**config.mk**
```make
export PLATFORM = sky130hd
export DESIGN_NAME = instr_fetch
export DESIGN_NICKNAME = d
export VERILOG_FILES = /design/src/rtl/instr_fetch.sv
export SDC_FILE = /design/constraint.sdc
export NUM_CORES = 1
export LEC_CHECK = 0
export BUFFER_PORTS_ARGS = -buffer_cell sky130_fd_sc_hd__buf_2
export CAP_MARGIN = 20
export CORE_MARGIN = 4
export CORE_UTILIZATION = 46
export DETAILED_ROUTE_END_ITERATION = 7
export PLACE_DENSITY_LB_ADDON = 0.2
export SYNTH_ARGS = -nofsm -noshare
export SYNTH_HDL_FRONTEND = slang
export SYNTH_SLANG_ARGS = --single-unit
```
**constraint.sdc**
```tcl
create_clock -name clk -period 1.5 [get_ports clk]
set_input_delay 0.3 -clock clk [delete_from_list [all_inputs] [get_ports clk]]
set_output_delay 0.3 -clock clk [all_outputs]
set_load 0.01 [all_outputs]
```
**src/rtl/instr_fetch.sv**
```systemverilog
// Instruction fetch stage: owns the PC, issues one-at-a-time word requests to
// instruction memory and buffers each returned instruction until decode takes it.
module instr_fetch #(
  parameter int ARQ = 16,
  parameter int AW  = 13
) (
  input  logic           clk,
  input  logic           rst,
  input  logic           pc_en,
  input  logic           jenable,
  input  logic [AW-1:0]  jaddr,
  output logic           imem_req,
  output logic [AW-1:0]  imem_addr,
  input  logic           imem_valid,
  input  logic [ARQ-1:0] imem_data,
  input  logic           id_ready,
  output logic [ARQ-1:0] instr,
  output logic           instr_valid,
  output logic [AW-1:0]  pc_out
);

  typedef enum logic [1:0] {
    IDLE = 2'd0,
    BUSY = 2'd1,
    FULL = 2'd2
  } state_t;

  state_t         state_q, state_d;
  logic [AW-1:0]  pc_q, pc_d;
  logic [AW-1:0]  addr_q, addr_d;
  logic           squash_q, squash_d;
  logic [ARQ-1:0] instr_q, instr_d;
  logic [AW-1:0]  pc_out_q, pc_out_d;
  logic           valid_q, valid_d;
  logic           launch;

  // The request address lives in its own register because a jump taken while a
  // request is outstanding moves the PC but must leave imem_addr untouched.
  always_comb begin
    // NOTE: every signal gets a default before the case so no path leaves one
    // unassigned; a missing default here would infer a latch.
    state_d  = state_q;
    pc_d     = pc_q;
    addr_d   = addr_q;
    squash_d = squash_q;
    instr_d  = instr_q;
    pc_out_d = pc_out_q;
    valid_d  = valid_q;
    launch   = 1'b0;

    if (jenable) pc_d = jaddr;

    unique case (state_q)
      IDLE: begin
        if (pc_en) begin
          state_d = BUSY;
          launch  = 1'b1;
        end
      end

      BUSY: begin
        if (imem_valid) begin
          if (squash_q || jenable) begin
            // Wrong-path response: drop it and restart at the (possibly new) PC.
            squash_d = 1'b0;
            state_d  = pc_en ? BUSY : IDLE;
            launch   = pc_en;
          end else begin
            instr_d  = imem_data;
            pc_out_d = pc_q;
            valid_d  = 1'b1;
            pc_d     = pc_q + AW'(1);
            state_d  = FULL;
          end
        end else if (jenable) begin
          squash_d = 1'b1;
        end
      end

      FULL: begin
        if (jenable || id_ready) begin
          valid_d = 1'b0;
          state_d = pc_en ? BUSY : IDLE;
          launch  = pc_en;
        end
      end

      default: state_d = IDLE;
    endcase

    if (launch) addr_d = pc_d;
  end

  // NOTE: state registers use non-blocking assignments so every flop samples
  // the pre-edge values computed above, independent of statement order.
  always_ff @(posedge clk or negedge rst) begin
    if (!rst) begin
      state_q  <= IDLE;
      pc_q     <= '0;
      addr_q   <= '0;
      squash_q <= 1'b0;
      // NOTE: the one-entry buffer is reset too, so instr/pc_out read 0 out
      // of reset instead of stale or undefined contents.
      instr_q  <= '0;
      pc_out_q <= '0;
      valid_q  <= 1'b0;
    end else begin
      state_q  <= state_d;
      pc_q     <= pc_d;
      addr_q   <= addr_d;
      squash_q <= squash_d;
      instr_q  <= instr_d;
      pc_out_q <= pc_out_d;
      valid_q  <= valid_d;
    end
  end

  // Memory-side outputs come from registered state only.
  assign imem_req    = (state_q == BUSY);
  assign imem_addr   = addr_q;
  assign instr       = instr_q;
  assign pc_out      = pc_out_q;
  assign instr_valid = valid_q;

endmodule

```
# Yosys cells after proc, flatten, opt, wreduce, memory -nomap -nowiden

Index checks and enable logic that the tools add are counted.

Logic and storage cells: 47
Input port bits: 35
Flip-flop bits (word level): 59
Output and inout bits: 44

Multiplexer cells: 22
$add $sub $neg: 1
Eq/ne operators: 7
Bitwise logic cells: 1
Reductions and logical operators: 9

Operator list:

| kind                                          | number |
|---|---|
| 2-to-1 mux 13 bit                             | 4 |
| adder 13 x 1 -> 13 bit, second input constant | 1 |
| 2-to-1 mux 1 bit                              | 11 |
| AND reduction 3 bit                           | 3 |
| 2-to-1 mux 2 bit                              | 4 |
| != test 2 bit, second input constant          | 3 |
| case mux 2 bit (3 select lines)               | 1 |
| != test 2 x 1 -> 1 bit, second input constant | 2 |
| AND reduction 4 bit                           | 1 |
| nonzero test 2 bit                            | 2 |
| case mux 1 bit (3 select lines)               | 1 |
| == test 2 x 1 -> 1 bit, second input constant | 1 |
| == test 2 bit, second input constant          | 1 |
| zero test 2 bit                               | 1 |
| logical OR 1 bit                              | 2 |
| case mux 1 bit (2 select lines)               | 1 |
| NOT 1 bit                                     | 1 |

# Depth between registers and ports, before layout

Gate-level depths: netlist of run 1.

Depth in word-level cells: 4
Depth in mapped cells: 6
Depth with buffers taken out: 5

# Least setup slack after synthesis of run 1

OpenSTA, ideal clock, no wires.

Path kind: flip-flop to flip-flop
Start: register squash_q
End: register pc_out_q[10], in the netlist pc_out[10]
Arrival: 1,504 ps
Library setup time: 125 ps
Buffers on the path: 1
Slack: -128 ps
Cell stages (with the launch flop): 5
Period minus slack after synthesis: 1,628 ps
Data required time: 1,375 ps
Path through: dfrtp_1 nand4bb_4 nor2_1 buf_2 mux2_2

Longest elaborated chain between the ends: 3

Ends and longest elaborated chain:

| what                          | RTL line | RTL |
|---|---|---|
| start: declaration            | 31       | `logic squash_q, squash_d;` |
| start signal: assignment      | 111      | `squash_q <= squash_d;` |
| logical OR 1 bit              | 63       | `if (squash_q \|\| jenable) begin` |
| NOT 1 bit (no line)           | -        |  |
| AND reduction 3 bit (no line) | -        |  |
| end signal: assignment        | 113      | `pc_out_q <= pc_out_d;` |
| end: declaration              | 33       | `logic [AW-1:0] pc_out_q, pc_out_d;` |

No other way between the ends.
A chain may end at the register's enable or synchronous reset.

# Worst setup path in the final report of run 1

Start: register state_q[1]
End: register addr_q[4], in the netlist imem_addr[4]

Longest elaborated chain between the ends: 2
Elaborated cells between the ends (all ways): 5
Those cells by class: eq/ne: 2; mux: 2; reduce/logical: 1

Ends and longest elaborated chain:

| what                     | RTL line | RTL |
|---|---|---|
| start: declaration       | 28       | `state_t state_q, state_d;` |
| start signal: assignment | 108      | `state_q <= state_d;` |
| == test 2 x 1 -> 1 bit   | 53       | `unique case (state_q)` |
| 2-to-1 mux 13 bit        | 53       |  |
| via pc_d[4]              | 29       | `logic [AW-1:0] pc_q, pc_d;` |
| end signal: assignment   | 110      | `addr_q <= addr_d;` |
| end: declaration         | 30       | `logic [AW-1:0] addr_q, addr_d;` |

The timed path passes the listed nets, and every way through them passes these cells.

==> out/qor_table.md, run 1 <==
| Item | This run |
| --- | --- |
| Total number of vias | 2161 |
| Die extent in y | 83.78 um |
| Bufs and invs on worst path | 1 |
| Top sig layer | met4 |
| Failing checks | negative setup slack |
| Syn nets | 253 |
| Path type of the worst setup path | flop to flop |
| RSZ-0062 raised after global routing | true |
| Die area | 7018 sq um |
| Number of top-level design ports | 79 |
| TritonCTS clock tree | built |
| Fraction of power consumed by combinational cells | 0.387 |
| Delay of the slowest critical-path stage | 0.38 ns |
| Synth Area in Compound Gates | 0.1080 |
| Critical path capture point type | flop |
| Net switching power figure | 1.946 mW |
| DPL Wire Length | 4641 um |
| Clock tree skew after final layout | 0.007208 ns |
| Clock Latency Late Sink | 0.33 ns |
| RR Startpoint | state_q[1]$_DFFE_PN0P_ |
| Total wire length | 6696 um |
| P&R area growth vs syn | 47.94% |
| Peak supply drop | 930.4 uV |
| Deepest level of the CTS H-tree | 3 |
| Clock root buffer | sky130_fd_sc_hd__clkbuf_8 |
| Area share of xor/xnor cells in the synthesized design | 0.006632 |
| Yosys cell types | 41 |
| Sequential power share | 0.411 |
| Dominant combinational cell family by area after synthesis | multiplexers |
| Final nets | 373 |
| Num CTS Buffers | 9 |
| Worst slew margin relative to its limit | 0.7616 |
| Total inserted antenna cells | 0 |
| Cell type with the highest aggregate area in the netlist | sky130_fd_sc_hd__dfrtp_1 |
| Endpoint arrival time on the critical path | 1.88 ns |
| Via density | 5.232 |
| Clock power frac | 0.202 |
| Post-route worst hold slack | 0.1937 ns |
| Adder-cell share of the synthesized area | 0.004737 |
| Maximum fanout along the worst path | 13 |
| Hold wc startpoint | imem_data[9] |
| Share of the synthesized area in the top cell type | 0.5590 |
| Synth warnings | 0 |
| Global placement routability congestion | 0.8083 |
| Vias in the first global route | 2227 |
| DRC violation count after routing | 0 |
| Cell-by-cell listing of the critical path | nand4bb_4 -> buf_12 -> or3_1 -> a31oi_2 -> mux2_2 |
| Number of nets still failing antenna checks after routing | 0 |
| Routed wire length on met3 | 295 um |
| Sequential cell area fraction in the yosys report | 0.5590 |
| Actual transition at the worst max-transition pin | 0.3547 ns |
| Horizontal die dimension | 83.78 um |
| Clock period minus worst slack | 1.612 ns |
| Port Buffer Count | 78 |
| Share of the clock period used by the worst path after layout | 1.075 |
| Area of the core | 5540 sq um |
| Top_reg_cell synth | sky130_fd_sc_hd__dfrtp_1 |
| Register bit count reported by yosys | 59 |
| Maximum count of clock buffers along a single path | 2 |
| Antenna violations before repair | 0 |
| Setup slack of the critical path after layout | -0.1120 ns |
| Top achievable clock speed | 620.3 MHz |
| Sw Ratio | 0.3188 |
| Post-synthesis mux area share | 0.1649 |
| Initial DRC Count | 82 |
| Final setup violation count | 37 |
| Max Cap Violations | 0 |
| Slowest stage cell on the critical path | sky130_fd_sc_hd__dfrtp_1 |
| Initial core utilization | 0.4767 |
| Global Route Usage Sum | 0.1870 |
| Largest delay share family, worst path | simple AND/OR/NAND/NOR gates |
| Cell with the most instances after synthesis | sky130_fd_sc_hd__dfrtp_1 |
| Average wire per standard cell | 16.21 um |
| Maximum number of pins on one net before global-route repair | 22 |
| Leakage | 1.848 nW |
| Number of enable-type register cells in the synthesized netlist | 0 |
| Mean cell area of the mapped netlist | 12.17 sq um |
| Share of flip-flops with an asynchronous set or reset | 1.000 |
| P per Cell Area | 1562 nW/um^2 |
| Leading cell types by total area after synthesis | sky130_fd_sc_hd__dfrtp_1 (56%), sky130_fd_sc_hd__mux2_2 (15%), sky130_fd_sc_hd__nor2_1 (2.1%) |
| First element of the critical path | state_q[1]$_DFFE_PN0P_ |
| Mapped Cells | 217 |
| Data required, critical path | 1.77 ns |
| Area share of and/or/nand/nor cells after synthesis | 0.1208 |
| Worst Hold Class | input port to flop |
| First-pass GRT wire length | 10500 um |
| Element type at the critical path start | flop |
| Detailed route wirelength on metal2 | 3328 um |
| Clock sinks | 59 |
| Total design power | 6.103 mW |
| Layout cells sized above 1 | 0.5601 |
| Most common library cells after synthesis | sky130_fd_sc_hd__dfrtp_1 (59), sky130_fd_sc_hd__mux2_2 (36), sky130_fd_sc_hd__nor2_1 (15) |
| Final-report hold violation count | 0 |
| Floorplan row count | 27 |
| Area of the mapped netlist | 2641 sq um |
| Internal Dissipation | 4.157 mW |
| Drt first pass iters | 4 |
| Register clock-pin slew on the reported worst setup and hold paths | 0.07 ns |
| Total congestion overflow after global routing | 0 |
| WL met1 | 2969 um |
| Slew Limit Fails | 0 |
| Run status | complete, but fails checks |
[registers in the layout, indices dropped and copies added, names as in the netlist]
name,cells
pc_q,13
imem_addr,13
instr,16
squash_q,1
state_q,2
instr_valid,1
pc_out,13
[worst reg2reg max path: stages (launching register included)]
cell                        delay [ns]
sky130_fd_sc_hd__dfrtp_1          0.38
sky130_fd_sc_hd__nand4bb_4        0.27
sky130_fd_sc_hd__buf_12           0.18
sky130_fd_sc_hd__or3_1            0.36
sky130_fd_sc_hd__a31oi_2          0.20
sky130_fd_sc_hd__mux2_2           0.17
[timing repair]
action / in CTS / in global routing
hold buffers: 1 / 0
pin swaps: 5 / 3
hold endpoints to repair: 10 / 0
setup buffers: 1 / 3
gates cloned: 0 / 3
resized for setup: 18 / 49
endpoints found under the setup margin: 46 / 51
[metrics by stage]
stage	instance area [sq um]	setup slack (ns)	TNS, ns	instances	utilization
floorplan	2650	-0.04908	-0.2944	217	-
global placement	3377	-0.1217	-2.430	390	0.6095
detailed placement	3377	-0.1626	-4.136	390	0.6095
CTS	3628	-0.09925	-2.294	407	0.6549
global route	3908	-0.1760	-3.679	413	0.7053
finish	3908	-0.1120	-1.164	413	0.7053
[layout make-up]
type	instances	area, sq um
multi-input combinational	139	1271
timing repair buffer	120	870.8
tap	72	90.09
fill	421	1633
sequential	59	1478
clock buffer	10	137.6
clock inverter	5	30.03
inverter	8	30.03
[layout by cell type, fill, tap and decap left out, drive strengths merged, types with 2 or more instances in the layout]
master,instances
a311oi,2
buf,117
inv,8
o31ai,6
o31a,2
mux2,36
nor3,3
a21oi,9
a211o,2
nand2,13
nor4,3
clkinvlp,2
nand2b,2
clkbuf,12
clkinv,3
nand3,4
xnor2,2
or3,4
nor4b,3
and3,3
dfrtp,59
a31oi,3
a221oi,2
nor2,15
o21ai,9
mux2i,3
[path summary, 6_finish.rpt]
| check | end | slack, ns | depth (start not counted) |
|---|---|---|---|
| max | imem_addr[4]$_DFFE_PN0P_ | -0.11 | 5 |
| min | instr[9]$_DFFE_PN0P_ | 0.19 | 2 |
| max reg2reg | imem_addr[4]$_DFFE_PN0P_ | -0.11 | 5 |
| min reg2reg | imem_addr[6]$_DFFE_PN0P_ | 0.48 | 2 |
| max in group asynchronous | instr[6]$_DFFE_PN0P_ | 0.64 | 3 |
| min in group asynchronous | instr[13]$_DFFE_PN0P_ | 0.40 | 2 |
[cell families (layout without fill, tap and decap cells)]
logic type               after synthesis  count (layout)
AND/OR/NAND/NOR                       55              55
flip-flops                            59              59
AO/OA/AOI/OAI                         42              42
buffers and inverters                 19             143
XOR/XNOR                               2               2
adder cells (fa/ha/maj)                1               1
multiplexers                          39              39
[routing by layer]
metal  vias up  track usage
met5         -            0
met4         0      0.08333
met3        11      0.04047
met2        55       0.3044
met1      1067       0.2389
li1       1028            -
[power by group through the flow]
stage | combinational (mW) | sequential, mW | clock (mW)
6_report | 2.36 | 2.51 | 1.23
5_1_grt | 2.53 | 2.59 | 1.36
4_1_cts | 2.03 | 2.48 | 1.27
3_5_place_dp | 1.98 | 2.51 | 0
3_3_place_gp | 1.94 | 2.48 | 0
2_1_floorplan | 0.782 | 2.76 | 0
No activity file was read; power rests on OpenSTA's default activity.
==> inputs of run 2 (changes only) <==
CORE_UTILIZATION = 50   (was 46)
clock period = 1.96 ns   (was 1.5 ns; I/O delays follow)
==> out/qor_table.md, run 2 (synthesis gave the netlist of run 1 again) <==
| Item | This run |
| --- | --- |
| Max Cap Violations | 0 |
| Clock sinks | 59 |
| Run status | completed |
| Internal Dissipation | 2.893 mW |
| Clock period minus worst slack | 1.710 ns |
| Maximum count of clock buffers along a single path | 2 |
| WL met1 | 2485 um |
| Destination of the worst register-to-register timing path | imem_addr[8]$_DFFE_PN0P_ |
| Sequential Area | 1476 sq um |
| Slew Limit Fails | 0 |
| TritonCTS clock tree | built |
| Largest delay share family, worst path | flip-flops |
| Maximum number of pins on one net before global-route repair | 60 |
| Actual transition at the worst max-transition pin | 0.4248 ns |
| Placed cell areas | 3144 sq um |
| P&R area growth vs syn | 25.86% |
| Total design power | 4.262 mW |
| Sw Ratio | 0.3212 |
| Die area | 6509 sq um |
| Commonest non-fill, non-tap cells in the layout | sky130_fd_sc_hd__buf_2 (78), sky130_fd_sc_hd__dfrtp_1 (59), sky130_fd_sc_hd__mux2_2 (36) |
| Port Buffer Count | 78 |
| Clock root buffer | sky130_fd_sc_hd__clkbuf_8 |
| Fraction of power consumed by combinational cells | 0.320 |
| Average wire per standard cell | 14.72 um |
| Flip-flop count of the largest register, all copies and words added | 16 |
| Deepest level of the CTS H-tree | 3 |
| RSZ-0062 raised after global routing | false |
| Initial core utilization | 0.5171 |
| P per Cell Area | 1282 nW/um^2 |
| Data required, critical path | 2.18 ns |
| Sequential power share | 0.448 |
| Final nets | 341 |
| Die extent in y | 80.68 um |
| Commonest non-fill, non-tap cell in the layout | sky130_fd_sc_hd__buf_2 |
| Path type of the worst setup path | flop to flop |
| Clock tree skew after final layout | 0.008533 ns |
| Routed wire length on met3 | 304 um |
| Share of the clock period used by the worst path after layout | 0.8727 |
| DRC violation count after routing | 0 |
| Horizontal die dimension | 80.68 um |
| Setup slack of the critical path after layout | 0.2496 ns |
| DPL Wire Length | 4096 um |
| Detailed route wirelength on metal2 | 2710 um |
| # fillers | 431 |
| Worst slew margin relative to its limit | 0.7128 |
| First-pass GRT wire length | 8769 um |
| Setup Total Neg Slack | 0 ns |
| Worst Hold Class | input port to asynchronous set/reset pin |
| Register clock-pin slew on the reported worst setup and hold paths | 0.07 ns |
| Number of top-level design ports | 79 |
| Initial DRC Count | 82 |
| Num CTS Buffers | 9 |
| Slowest stage cell on the critical path | sky130_fd_sc_hd__dfrtp_1 |
| Final-report hold violation count | 0 |
| Final setup violation count | 0 |
| Total wire length | 5595 um |
| Via density | 5.226 |
| Clock Latency Late Sink | 0.33 ns |
| Global placement routability congestion | 0.8756 |
| Endpoint arrival time on the critical path | 1.93 ns |
| Setup Buffers After CTS | 0 |
| Vias in the first global route | 1867 |
| Antenna violations before repair | 0 |
| Net switching power figure | 1.369 mW |
| Total congestion overflow after global routing | 0 |
| Area of the core | 5107 sq um |
| Drt first pass iters | 4 |
| RR Startpoint | state_q[0]$_DFFE_PN0P_ |
| Finished layout cell area | 3324 sq um |
| CTS Hold Bufs | 0 |
| Clock power frac | 0.232 |
| Peak supply drop | 775.8 uV |
| Quantity of gates resized following cts | 0 |
| Worst reg-to-reg path cell count | 4 |
| Total inserted antenna cells | 0 |
| Element type at the critical path start | flop |
| Maximum fanout along the worst path | 8 |
| Area of combinational cells with multiple inputs | 1072 sq um |
| Delay of the slowest critical-path stage | 0.50 ns |
| Total number of vias | 1986 |
| Layout cells sized above 1 | 0.4613 |
| Critical path capture point type | flop |
| Top sig layer | met4 |
| Leakage | 1.544 nW |
| Number of nets still failing antenna checks after routing | 0 |
| Bufs and invs on worst path | 0 |
| Post-route worst hold slack | 0.05477 ns |
| Global Route Usage Sum | 0.1811 |
| Top achievable clock speed | 584.6 MHz |
| Floorplan row count | 26 |
| Setup WS pre-CTS | 0.1488 ns |
| Cell-by-cell listing of the critical path | and4bb_1 -> o211ai_1 -> a211o_1 -> mux2_2 |
| Setup slack on the worst flop-to-flop path | 0.25 ns |
[run 2: worst max path at each step]
stage	slack, ns	endpoint	start	cells past startpoint
floorplan	0.33	pc_out[10]$_DFFE_PN0P_	squash_q$_DFFE_PN0P_	4
global placement	0.17	imem_addr[8]$_DFFE_PN0P_	jenable	5
detailed placement	0.15	imem_addr[2]$_DFFE_PN0P_	jenable	5
CTS	0.25	imem_addr[8]$_DFFE_PN0P_	state_q[0]$_DFFE_PN0P_	4
global route	0.14	pc_q[11]$_DFF_PN0_	state_q[1]$_DFFE_PN0P_	5
finish	0.25	imem_addr[8]$_DFFE_PN0P_	state_q[0]$_DFFE_PN0P_	4
[run 2: area by class of cell]
| class | count | share of cell area |
|---|---|---|
| clock buffers | 12 | 0.04667 |
| inverters | 8 | 0.009033 |
| repair buffers | 88 | 0.1438 |
| well taps | 70 | 0.02635 |
| clock inverters | 4 | 0.007527 |
| flip-flops and latches | 59 | 0.4441 |
| multi-input cells | 139 | 0.3225 |
[run 2: stage by stage]
step | utilization | std cells
after floorplan | - | 217
after global placement | 0.6156 | 364
after detailed placement | 0.6156 | 364
after CTS | 0.6509 | 380
after global routing | 0.6509 | 380
final | 0.6509 | 380
[run 2: power groups by stage]
stage | combinational [mW] | clock (mW) | sequential (mW)
3_5_place_dp | 1.39 | 0 | 1.94
3_3_place_gp | 1.36 | 0 | 1.92
4_1_cts | 1.40 | 1.02 | 1.92
5_1_grt | 1.50 | 1.08 | 1.97
2_1_floorplan | 0.593 | 0 | 2.11
6_report | 1.36 | 0.989 | 1.91
[run 2: layer usage]
layer | vias to the layer above | track usage
met5 | - | 0
met2 | 47 | 0.2649
li1 | 969 | -
met3 | 9 | 0.05381
met1 | 961 | 0.2418
met4 | 0 | 0.09459
==> inputs of run 3 (changes only) <==
CTS_BUF_LIST = sky130_fd_sc_hd__clkbuf_16   (was default)
==> out/qor_table.md, run 3 (synthesis gave the netlist of run 1 again) <==
| Item | This run |
| --- | --- |
| Total design power | 4.614 mW |
| Critical path capture point type | flop |
| Horizontal die dimension | 80.68 um |
| Routed wire length on met3 | 280 um |
| Average wire per standard cell | 14.76 um |
| Leakage | 1.583 nW |
| Vias in the first global route | 1919 |
| Number of top-level design ports | 79 |
| Drt first pass iters | 4 |
| Top achievable clock speed | 582.7 MHz |
| Maximum count of clock buffers along a single path | 2 |
| Largest delay share family, worst path | simple AND/OR/NAND/NOR gates |
| Commonest non-fill, non-tap cells in the layout | sky130_fd_sc_hd__buf_2 (78), sky130_fd_sc_hd__dfrtp_1 (59), sky130_fd_sc_hd__mux2_2 (36) |
| First-pass GRT wire length | 8928 um |
| Total number of vias | 1984 |
| Sequential power share | 0.414 |
| Clock sinks | 59 |
| Via density | 5.221 |
| Antenna violations before repair | 0 |
| Die area | 6509 sq um |
| Internal Dissipation | 3.207 mW |
| Setup slack of the critical path after layout | 0.2438 ns |
| Bufs and invs on worst path | 1 |
| Area of the core | 5107 sq um |
| Final setup violation count | 0 |
| Actual transition at the worst max-transition pin | 0.4201 ns |
| Fraction of power consumed by combinational cells | 0.297 |
| Element type at the critical path start | flop |
| Clock period minus worst slack | 1.716 ns |
| Die extent in y | 80.68 um |
| Sw Ratio | 0.3050 |
| Global Route Usage Sum | 0.1823 |
| Register clock-pin slew on the reported worst setup and hold paths | 0.05 ns |
| Final nets | 341 |
| Total inserted antenna cells | 0 |
| Setup WS pre-CTS | 0.1488 ns |
| Slew Limit Fails | 0 |
| DRC violation count after routing | 0 |
| Net switching power figure | 1.407 mW |
| Floorplan row count | 26 |
| Worst Hold Class | input port to asynchronous set/reset pin |
| CTS Hold Bufs | 0 |
| Global placement routability congestion | 0.8756 |
| Initial DRC Count | 83 |
| Peak supply drop | 774.7 uV |
| Setup Total Neg Slack | 0 ns |
| P per Cell Area | 1355 nW/um^2 |
| Clock Latency Late Sink | 0.31 ns |
| Total wire length | 5608 um |
| Clock tree skew after final layout | 0.005386 ns |
| Path type of the worst setup path | flop to flop |
| Deepest level of the CTS H-tree | 3 |
| Delay of the slowest critical-path stage | 0.44 ns |
| Slowest stage cell on the critical path | sky130_fd_sc_hd__dfrtp_1 |
| Num CTS Buffers | 9 |
| Maximum number of pins on one net before global-route repair | 60 |
| Placed cell areas | 3144 sq um |
| Commonest non-fill, non-tap cell in the layout | sky130_fd_sc_hd__buf_2 |
| Endpoint arrival time on the critical path | 1.90 ns |
| Setup Buffers After CTS | 0 |
| Max Cap Violations | 0 |
| Run status | completed |
| Total congestion overflow after global routing | 0 |
| Cell-by-cell listing of the critical path | nand4bb_4 -> buf_4 -> o31a_1 -> nor3_1 -> o31ai_1 |
| P&R area growth vs syn | 28.94% |
| DPL Wire Length | 4096 um |
| Number of nets still failing antenna checks after routing | 0 |
| Final-report hold violation count | 0 |
| # fillers | 424 |
| Share of the clock period used by the worst path after layout | 0.8756 |
| TritonCTS clock tree | built |
| Layout cells sized above 1 | 0.4548 |
| DP Cell Count | 364 |
| Port Buffer Count | 78 |
| Non-filler cells, final | 380 |
| Finished layout cell area | 3406 sq um |
| Flip-flop count of the largest register, all copies and words added | 16 |
| WL met1 | 2461 um |
| Initial core utilization | 0.5171 |
| Quantity of gates resized following cts | 0 |
| Final cell utilization of the core | 0.6668 |
| Top sig layer | met4 |
| Post-route worst hold slack | 0.07627 ns |
| Maximum fanout along the worst path | 14 |
| Data required, critical path | 2.14 ns |
| Clock root buffer | sky130_fd_sc_hd__clkbuf_16 |
| Clock power frac | 0.289 |
| Detailed route wirelength on metal2 | 2819 um |
| RSZ-0062 raised after global routing | false |
| Worst slew margin relative to its limit | 0.7160 |
==> run 3: power groups by stage <==
stage                     logic, mW  registers, mW  clock network (mW)
after CTS                      1.40           1.92                1.37
after global routing           1.50           1.97                1.44
final                          1.37           1.91                1.33
after floorplan               0.593           2.11                   0
after detailed placement       1.39           1.94                   0
after global placement         1.36           1.92                   0
==> run 3: worst paths after layout <==
path / cells past startpoint / start / slack (ns) / endpoint
worst max-delay path: 5 / state_q[1]$_DFFE_PN0P_ / 0.24 / imem_addr[6]$_DFFE_PN0P_
worst min-delay path: 2 / rst / 0.08 / imem_addr[7]$_DFFE_PN0P_
worst max register to register: 5 / state_q[1]$_DFFE_PN0P_ / 0.24 / imem_addr[6]$_DFFE_PN0P_
worst min register to register: 2 / imem_addr[5]$_DFFE_PN0P_ / 0.47 / imem_addr[5]$_DFFE_PN0P_
max in group asynchronous: 2 / rst / 1.63 / pc_q[2]$_DFF_PN0_
min in group clk: 2 / imem_data[12] / 0.30 / instr[12]$_DFFE_PN0P_
==> run 3: layout make-up <==
cell class	instances	area, sq um	share of cell area
multi-input combinational	139	1072	0.3148
clock inverter	7	36.28	0.01065
tap	70	87.58	0.02572
sequential	59	1476	0.4335
inverter	8	30.03	0.008817
clock buffer	9	225.2	0.06613
timing repair buffer	88	478.0	0.1403
==> run 3: per-layer routing <==
layer | GRT usage | up-vias
li1 | - | 969
met3 | 0.05717 | 5
met4 | 0.07939 | 0
met5 | 0 | -
met2 | 0.2757 | 46
met1 | 0.2405 | 964
